File: src/rtl/mem_arb_pkg.sv
// Shared types for the memory-port arbiter.
//
// Contents:
//   arb_state_e             - transaction FSM states (idle, address phase, data phase)
//   owner_e                 - which requester owns the in-flight transaction
//   SizeByte/SizeHalf/Word  - encodings of the 2-bit access-size field
//   StreakW                 - width of the MEM-grant streak counter (limit is at most 15)
//   streak_after_mem_grant  - streak update applied when MEM wins arbitration
package mem_arb_pkg;

   typedef enum logic [1:0] {
      StIdle = 2'd0,
      StAddr = 2'd1,
      StData = 2'd2
   } arb_state_e;

   typedef enum logic [1:0] {
      OwnNone = 2'd0,
      OwnIf   = 2'd1,
      OwnMem  = 2'd2
   } owner_e;

   localparam logic [1:0] SizeByte = 2'd0;
   localparam logic [1:0] SizeHalf = 2'd1;
   localparam logic [1:0] SizeWord = 2'd2;

   localparam int unsigned StreakW = 4;

   // A MEM win only counts against IF when IF was actually waiting; otherwise
   // the streak restarts. The count saturates at the limit.
   function automatic logic [StreakW-1:0] streak_after_mem_grant(
      input logic [StreakW-1:0] streak,
      input logic               inst_waiting,
      input logic [StreakW-1:0] max_streak
   );
      if (!inst_waiting) begin
         return '0;
      end
      if (streak >= max_streak) begin
         return max_streak;
      end
      return streak + 1'b1;
   endfunction

endpackage

File: src/rtl/mem_port_arbiter_if.sv
// Bus bundle for the memory-port arbiter.
//
// Groups the two requester handshakes (instruction fetch, data access), the
// shared SRAM-like port and the stall requests towards the stall controller.
//   master - the arbiter's view: consumes requests and port responses, drives
//            completions, the port request and the stall requests.
//   slave  - the environment's view (pipeline stages and memory together).
interface mem_port_arbiter_if #(
   parameter int unsigned AddrW = 32,
   parameter int unsigned DataW = 32
);

   // Instruction-fetch requester
   logic             inst_req;
   logic [AddrW-1:0] inst_addr;
   logic [DataW-1:0] inst_rdata;
   logic             inst_done;

   // Data-access requester
   logic             data_req;
   logic             data_wr;
   logic [1:0]       data_size;
   logic [AddrW-1:0] data_addr;
   logic [DataW-1:0] data_wdata;
   logic [DataW-1:0] data_rdata;
   logic             data_done;

   // Shared memory port
   logic             mem_req;
   logic             mem_wr;
   logic [1:0]       mem_size;
   logic [AddrW-1:0] mem_addr;
   logic [DataW-1:0] mem_wdata;
   logic             mem_addr_ok;
   logic             mem_data_ok;
   logic [DataW-1:0] mem_rdata;

   // Stall requests
   logic             stall_req_if;
   logic             stall_req_mem;

   modport master (
      input  inst_req, inst_addr,
      output inst_rdata, inst_done,
      input  data_req, data_wr, data_size, data_addr, data_wdata,
      output data_rdata, data_done,
      output mem_req, mem_wr, mem_size, mem_addr, mem_wdata,
      input  mem_addr_ok, mem_data_ok, mem_rdata,
      output stall_req_if, stall_req_mem
   );

   modport slave (
      output inst_req, inst_addr,
      input  inst_rdata, inst_done,
      output data_req, data_wr, data_size, data_addr, data_wdata,
      input  data_rdata, data_done,
      input  mem_req, mem_wr, mem_size, mem_addr, mem_wdata,
      output mem_addr_ok, mem_data_ok, mem_rdata,
      input  stall_req_if, stall_req_mem
   );

endinterface

File: src/rtl/mem_port_arbiter.sv
// Memory-port arbiter: shares one SRAM-like port between instruction fetch (IF)
// and data access (MEM), one transaction at a time.
//
// Ports:
//   clk_i   - clock, all state updates on the rising edge
//   rst_ni  - asynchronous active-low reset
//   bus_io  - mem_port_arbiter_if.master: requester handshakes, memory port,
//             stall requests
//
// Arbitration happens only in idle. MEM wins ties unless it has already won
// MaxDataStreak consecutive arbitrations while IF was waiting, in which case IF
// wins. A granted request is latched into the port registers, which hold steady
// until the port accepts the address. Completion, read data and stall requests
// are combinational so a zero-wait port finishes in the first request cycle.
module mem_port_arbiter
   import mem_arb_pkg::*;
#(
   parameter int unsigned AddrW         = 32,
   parameter int unsigned DataW         = 32,
   parameter int unsigned MaxDataStreak = 3
) (
   input  logic               clk_i,
   input  logic               rst_ni,
   mem_port_arbiter_if.master bus_io
);

   localparam logic [StreakW-1:0] MaxStreak = StreakW'(MaxDataStreak);

   arb_state_e         state_q;
   owner_e             owner_q;
   logic [StreakW-1:0] streak_q;

   logic               mem_req_q;
   logic               mem_wr_q;
   logic [1:0]         mem_size_q;
   logic [AddrW-1:0]   mem_addr_q;
   logic [DataW-1:0]   mem_wdata_q;

   logic               if_wins;
   logic               grant_if;
   logic               grant_mem;
   logic               xfer_done;
   logic               inst_done;
   logic               data_done;

   // ------------------------------------------------------------------------
   // Arbitration (meaningful only in idle)
   // ------------------------------------------------------------------------
   always_comb begin
      if_wins   = bus_io.inst_req && (!bus_io.data_req || (streak_q >= MaxStreak));
      grant_if  = (state_q == StIdle) && if_wins;
      grant_mem = (state_q == StIdle) && bus_io.data_req && !if_wins;
   end

   // Data-ok only counts once the address is (or is being) accepted; a stray
   // data-ok in idle or in an unaccepted address phase is ignored.
   always_comb begin
      xfer_done = bus_io.mem_data_ok &&
                  (((state_q == StAddr) && bus_io.mem_addr_ok) || (state_q == StData));
   end

   // ------------------------------------------------------------------------
   // Transaction FSM with registered port outputs
   // ------------------------------------------------------------------------
   always_ff @(posedge clk_i or negedge rst_ni) begin
      if (!rst_ni) begin
         state_q     <= StIdle;
         owner_q     <= OwnNone;
         streak_q    <= '0;
         mem_req_q   <= 1'b0;
         mem_wr_q    <= 1'b0;
         mem_size_q  <= 2'd0;
         mem_addr_q  <= '0;
         mem_wdata_q <= '0;
      end else begin
         unique case (state_q)
            StIdle: begin
               if (grant_mem) begin
                  state_q     <= StAddr;
                  owner_q     <= OwnMem;
                  streak_q    <= streak_after_mem_grant(streak_q, bus_io.inst_req, MaxStreak);
                  mem_req_q   <= 1'b1;
                  mem_wr_q    <= bus_io.data_wr;
                  mem_size_q  <= bus_io.data_size;
                  mem_addr_q  <= bus_io.data_addr;
                  mem_wdata_q <= bus_io.data_wdata;
               end else if (grant_if) begin
                  state_q     <= StAddr;
                  owner_q     <= OwnIf;
                  streak_q    <= '0;
                  mem_req_q   <= 1'b1;
                  mem_wr_q    <= 1'b0;
                  mem_size_q  <= SizeWord;
                  mem_addr_q  <= bus_io.inst_addr;
                  mem_wdata_q <= '0;
               end
            end

            StAddr: begin
               if (bus_io.mem_addr_ok) begin
                  mem_req_q <= 1'b0;
                  if (bus_io.mem_data_ok) begin
                     state_q <= StIdle;
                     owner_q <= OwnNone;
                  end else begin
                     state_q <= StData;
                  end
               end
            end

            StData: begin
               if (bus_io.mem_data_ok) begin
                  state_q <= StIdle;
                  owner_q <= OwnNone;
               end
            end

            default: begin
               state_q   <= StIdle;
               owner_q   <= OwnNone;
               mem_req_q <= 1'b0;
            end
         endcase
      end
   end

   // ------------------------------------------------------------------------
   // Port outputs
   // ------------------------------------------------------------------------
   assign bus_io.mem_req   = mem_req_q;
   assign bus_io.mem_wr    = mem_wr_q;
   assign bus_io.mem_size  = mem_size_q;
   assign bus_io.mem_addr  = mem_addr_q;
   assign bus_io.mem_wdata = mem_wdata_q;

   // ------------------------------------------------------------------------
   // Completion, read data and stall requests
   // ------------------------------------------------------------------------
   // Gated by reset so a requester holding its level request while reset is
   // asserted does not see a stall or completion.
   assign inst_done = rst_ni && (owner_q == OwnIf)  && xfer_done;
   assign data_done = rst_ni && (owner_q == OwnMem) && xfer_done;

   assign bus_io.inst_done  = inst_done;
   assign bus_io.data_done  = data_done;
   assign bus_io.inst_rdata = inst_done ? bus_io.mem_rdata : '0;
   assign bus_io.data_rdata = data_done ? bus_io.mem_rdata : '0;

   assign bus_io.stall_req_if  = rst_ni && bus_io.inst_req && !inst_done;
   assign bus_io.stall_req_mem = rst_ni && bus_io.data_req && !data_done;

endmodule

File: src/flat_wrapper.sv
// flat-port wrapper written by rule: the top's interface ports become plain ports
module mem_port_arbiter_flat import mem_arb_pkg::*;
#(
   parameter int unsigned AddrW         = 32,
   parameter int unsigned DataW         = 32,
   parameter int unsigned MaxDataStreak = 3
)
  (clk_i, rst_ni, bus_io_inst_req, bus_io_inst_addr, bus_io_inst_rdata, bus_io_inst_done, bus_io_data_req, bus_io_data_wr, bus_io_data_size, bus_io_data_addr, bus_io_data_wdata, bus_io_data_rdata, bus_io_data_done, bus_io_mem_req, bus_io_mem_wr, bus_io_mem_size, bus_io_mem_addr, bus_io_mem_wdata, bus_io_mem_addr_ok, bus_io_mem_data_ok, bus_io_mem_rdata, bus_io_stall_req_if, bus_io_stall_req_mem);
  mem_port_arbiter_if #(.AddrW(AddrW), .DataW(DataW)) bus_io_i ();
  input  logic clk_i;
  input  logic rst_ni;
  input wire logic [$bits(bus_io_i.inst_req)-1:0] bus_io_inst_req;
  input wire logic [$bits(bus_io_i.inst_addr)-1:0] bus_io_inst_addr;
  output wire logic [$bits(bus_io_i.inst_rdata)-1:0] bus_io_inst_rdata;
  output wire logic [$bits(bus_io_i.inst_done)-1:0] bus_io_inst_done;
  input wire logic [$bits(bus_io_i.data_req)-1:0] bus_io_data_req;
  input wire logic [$bits(bus_io_i.data_wr)-1:0] bus_io_data_wr;
  input wire logic [$bits(bus_io_i.data_size)-1:0] bus_io_data_size;
  input wire logic [$bits(bus_io_i.data_addr)-1:0] bus_io_data_addr;
  input wire logic [$bits(bus_io_i.data_wdata)-1:0] bus_io_data_wdata;
  output wire logic [$bits(bus_io_i.data_rdata)-1:0] bus_io_data_rdata;
  output wire logic [$bits(bus_io_i.data_done)-1:0] bus_io_data_done;
  output wire logic [$bits(bus_io_i.mem_req)-1:0] bus_io_mem_req;
  output wire logic [$bits(bus_io_i.mem_wr)-1:0] bus_io_mem_wr;
  output wire logic [$bits(bus_io_i.mem_size)-1:0] bus_io_mem_size;
  output wire logic [$bits(bus_io_i.mem_addr)-1:0] bus_io_mem_addr;
  output wire logic [$bits(bus_io_i.mem_wdata)-1:0] bus_io_mem_wdata;
  input wire logic [$bits(bus_io_i.mem_addr_ok)-1:0] bus_io_mem_addr_ok;
  input wire logic [$bits(bus_io_i.mem_data_ok)-1:0] bus_io_mem_data_ok;
  input wire logic [$bits(bus_io_i.mem_rdata)-1:0] bus_io_mem_rdata;
  output wire logic [$bits(bus_io_i.stall_req_if)-1:0] bus_io_stall_req_if;
  output wire logic [$bits(bus_io_i.stall_req_mem)-1:0] bus_io_stall_req_mem;
  assign bus_io_i.inst_req = bus_io_inst_req;
  assign bus_io_i.inst_addr = bus_io_inst_addr;
  assign bus_io_inst_rdata = bus_io_i.inst_rdata;
  assign bus_io_inst_done = bus_io_i.inst_done;
  assign bus_io_i.data_req = bus_io_data_req;
  assign bus_io_i.data_wr = bus_io_data_wr;
  assign bus_io_i.data_size = bus_io_data_size;
  assign bus_io_i.data_addr = bus_io_data_addr;
  assign bus_io_i.data_wdata = bus_io_data_wdata;
  assign bus_io_data_rdata = bus_io_i.data_rdata;
  assign bus_io_data_done = bus_io_i.data_done;
  assign bus_io_mem_req = bus_io_i.mem_req;
  assign bus_io_mem_wr = bus_io_i.mem_wr;
  assign bus_io_mem_size = bus_io_i.mem_size;
  assign bus_io_mem_addr = bus_io_i.mem_addr;
  assign bus_io_mem_wdata = bus_io_i.mem_wdata;
  assign bus_io_i.mem_addr_ok = bus_io_mem_addr_ok;
  assign bus_io_i.mem_data_ok = bus_io_mem_data_ok;
  assign bus_io_i.mem_rdata = bus_io_mem_rdata;
  assign bus_io_stall_req_if = bus_io_i.stall_req_if;
  assign bus_io_stall_req_mem = bus_io_i.stall_req_mem;
  mem_port_arbiter #(.AddrW(AddrW), .DataW(DataW), .MaxDataStreak(MaxDataStreak)) u_core (.clk_i(clk_i), .rst_ni(rst_ni), .bus_io(bus_io_i));
endmodule
File: config.mk
export PLATFORM = sky130hd
export DESIGN_NAME = mem_port_arbiter_flat
export DESIGN_NICKNAME = d
export VERILOG_FILES = /design/src/rtl/mem_arb_pkg.sv /design/src/rtl/mem_port_arbiter_if.sv /design/src/rtl/mem_port_arbiter.sv /design/src/flat_wrapper.sv
export SDC_FILE = /design/constraint.sdc
export NUM_CORES = 1
export LEC_CHECK = 0
export CORE_MARGIN = 2
export CORE_UTILIZATION = 25
export DETAILED_ROUTE_END_ITERATION = 10
export GPL_TIMING_DRIVEN = 0
export SYNTH_ARGS = -nofsm -noshare
export SYNTH_HDL_FRONTEND = slang
export SYNTH_SLANG_ARGS = --single-unit
File: constraint.sdc
create_clock -name clk_i -period 2.36 [get_ports clk_i]
set_input_delay 0.59 -clock clk_i [delete_from_list [all_inputs] [get_ports clk_i]]
set_output_delay 0.59 -clock clk_i [all_outputs]
set_load 0.1 [all_outputs]
==> impl_metrics.csv <==
group,metric,value,unit
worst_setup_path,cp_max_fo,10,
clock_network,htree_levels,3,
global_routing,overflow,0,
drt,first_pass_iters,6,
logic_synthesis,async_flop_share,100,%
worst_setup_path,path_class,"reg -> out",
logic_synthesis,ys_warn_count,0,
min_path,hold_path_class,"in -> async",
sta,rsz0062_at_grt,"true",
sta,final.period_utilization,109,%
sta,fin_ws,-0.210,ns
floorplan,design.core.area,0.0146,sq mm
placement,gp_congestion,0.793,
logic_synthesis,synth_edf_count,0,
clock_network,clock_path_buffers,2,
floorplan,ios,273,
worst_setup_path,cp.required,1.77,ns
layout,multi_input_area,0.00188,sq mm
clock_network,cts.sink_count,76,
status,outcome,"complete, but fails checks",
drt,ant_nets,0,
logic_synthesis,ys.flop_type,"dfrtp_1",
layout,fin_area,0.00822,sq mm
layout,post-route-util,56.1,%
worst_setup_path,start_kind,"flop",
sta,finalSetupTns,-11.76,ns
drt,vias,4104,
clock_network,cts_inserted_buffers,9,
layout,drive_gt1_share,32.1,%
logic_synthesis,synth_cell_types,28,
sta,timing.slew.headroom,30.2,%
floorplan,dieArea,0.0161,sq mm
drt,vias_per_cell,4.86,
logic_synthesis,yosysMostFrequentCell,"dfrtp_1",
drt,post-route-drc-count,0,
layout,fillCellCount,1234,
global_routing,grt_max_degree,24,
power_and_ir_drop,power.total,11.1,mW
global_routing,antenna_found_initial,0,
sta,finalSetupViolations,68,
sta,fmax,389,MHz
drt,wire_per_inst,19.1,microns
power_and_ir_drop,irDropWorstVdd,1.08,mV
floorplan,initial_core_util,25.7,%
floorplan,fp.dieH,127,microns
placement,pre_cts_ws,-1.82,ns
logic_synthesis,avgSynthCellArea,10.7,sq um
placement,place_area,0.00687,sq mm
logic_synthesis,synth_top_area_share,50.5,%
placement,dpl.hpwl,11500,microns
logic_synthesis,synth_seq_area_share,50.5,%
clock_network,cts_tree,"done",
layout,n_antenna_cell,0,
global_routing,grt_pass1_wl,24500,microns
logic_synthesis,netlist_area,0.00376,sq mm
floorplan,die_w,127,microns
clock_network,clkLatencyLatePin,0.34,ns
worst_setup_path,crit_path_end_kind,"output pin",
sta,fin_skew,0.00953,ns
layout,stdcell_count,845,
sta,drv_slew,0,
global_routing,grt_pass1_vias,4390,
placement,numPortBuffers,272,
clock_network,path_clk_slew,0.06,ns
placement,dpl.cell_count,810,
logic_synthesis,netlist_top_cells_count,"76 x dfrtp_1, 67 x and2_1, 37 x o21ai_0",
logic_synthesis,synthCells,353,
layout,final_net_count,798,
power_and_ir_drop,powerDensity,1350,mW/mm^2
logic_synthesis,synthTopCellsByArea,"dfrtp_1 51%, and2_1 11%, a22o_1 7.9%, a32oi_1 7.4%, o21ai_0 4.9%",
status,violations,"setup timing",
drt,finalWirelength,16200,microns
logic_synthesis,syn_nets,495,
logic_synthesis,ys_ff_latch,76,
logic_synthesis,yosysTopAreaCell,"dfrtp_1",
global_routing,grt_use_total,19.6,%
layout,syn2layout_area_growth,118,%
clock_network,cts_hold_buf,0,
worst_setup_path,arrival,1.98,ns
job,max_cap_violations,0,
clock_network,cts_root_buffer,"clkbuf_16",
sta,worst_slew_pin_slew,1.05,ns
drt,initialDrtViolationCount,193,
layout,regArea,0.00190,sq mm
sta,timing.hold.ws,0.0673,ns
sta,hold_viol,0,
floorplan,row_count,44,
power_and_ir_drop,power.leakage,3.60,nW
sta,fin_crit,2.57,ns
per-layer routing:
layer  track usage [%]  vias to the layer above  wire (microns)
li1                  -                     1911               -
met1              22.0                     1948            5990
met2              35.1                      215            8280
met3              6.71                       30            1580
met4              6.21                        0             324
met5                 0                        -               0
what timing repair did:
| action | CTS | global route |
|---|---|---|
| endpoints found under the setup margin | 136 | 68 |
| buffers inserted | 8 | 5 |
| pin swaps | 31 | 7 |
| cloned | 5 | 1 |
| resized for setup | 720 | 40 |
area by class of cell:
cell class,count,area share (%)
timing repair buffer,292,44.1
buffer,33,2.92
clock inverter,3,0.837
sequential,76,23.2
tap,184,2.80
multi-input combinational,240,22.9
clock buffer,13,3.05
inverter,4,0.183
flip-flops by register name (all words and copies together), names as in the netlist:
register                 flops
u_core.bus_io.mem_addr      32
u_core.bus_io.mem_req        1
u_core.bus_io.mem_size       2
u_core.bus_io.mem_wdata     32
u_core.bus_io.mem_wr         1
u_core.owner_q               2
u_core.state_q               2
u_core.streak_q              4
report_power, final:
part	total [mW]	internal [mW]	switching (mW)	leakage, nW
combinational	7.31	1.70	5.62	2.50
clock	1.49	0.960	0.534	0.154
sequential	2.26	1.90	0.358	0.940
total	11.1	4.56	6.51	3.60
cell usage in the layout, fill, tap and decap left out, types with 2 or more instances in the layout:
cell type	count
a22o_1	34
a32oi_1	32
and2_1	3
and2_4	63
buf_12	70
buf_16	2
buf_2	18
buf_4	11
buf_6	4
buf_8	5
bufbuf_16	3
bufinv_16	2
clkbuf_1	9
clkbuf_16	10
clkbuf_8	3
clkdlybuf4s50_1	133
dfrtp_1	75
dlygate4sd2_1	69
ha_1	3
ha_4	2
inv_1	2
inv_2	2
mux2_2	4
nand2_1	6
nand3_1	2
nor2_4	2
nor2b_1	3
nor3_1	5
nor4b_4	2
o21ai_0	37
o21ai_1	31
cell families after synthesis:
group           Yosys count  synth area share, %
fa+ha+maj                 5                 1.66
simple gates             92                 16.0
buf+inv                  37                 5.08
compound gates          139                 25.6
flops                    76                 50.5
mux                       4                 1.20
final timing paths:
check,endpoint,depth (start not counted),slack (ns),startpoint
worst max-delay path,bus_io_inst_rdata[21],8,-0.21,u_core.state_q[1]
min in group clk_i,u_core.bus_io.mem_addr[5],2,0.48,u_core.bus_io.mem_addr[5]
worst min-delay path,u_core.bus_io.mem_wdata[24],1,0.07,rst_ni
worst min register to register,u_core.bus_io.mem_addr[5],2,0.48,u_core.bus_io.mem_addr[5]
max in group asynchronous,u_core.streak_q[3],2,1.82,rst_ni
worst max register to register,u_core.bus_io.mem_addr[29],7,0.39,u_core.state_q[0]
worst max-delay path, cell delays in order, from the launching register on:
cell and delay (ns):
dfrtp_1 0.41, inv_2 0.09, ha_4 0.15, a21oi_4 0.07, nor4b_4 0.27, buf_4 0.18
buf_8 0.14, and2_4 0.16, buf_12 0.17
No activity file was read; power rests on OpenSTA's default activity.
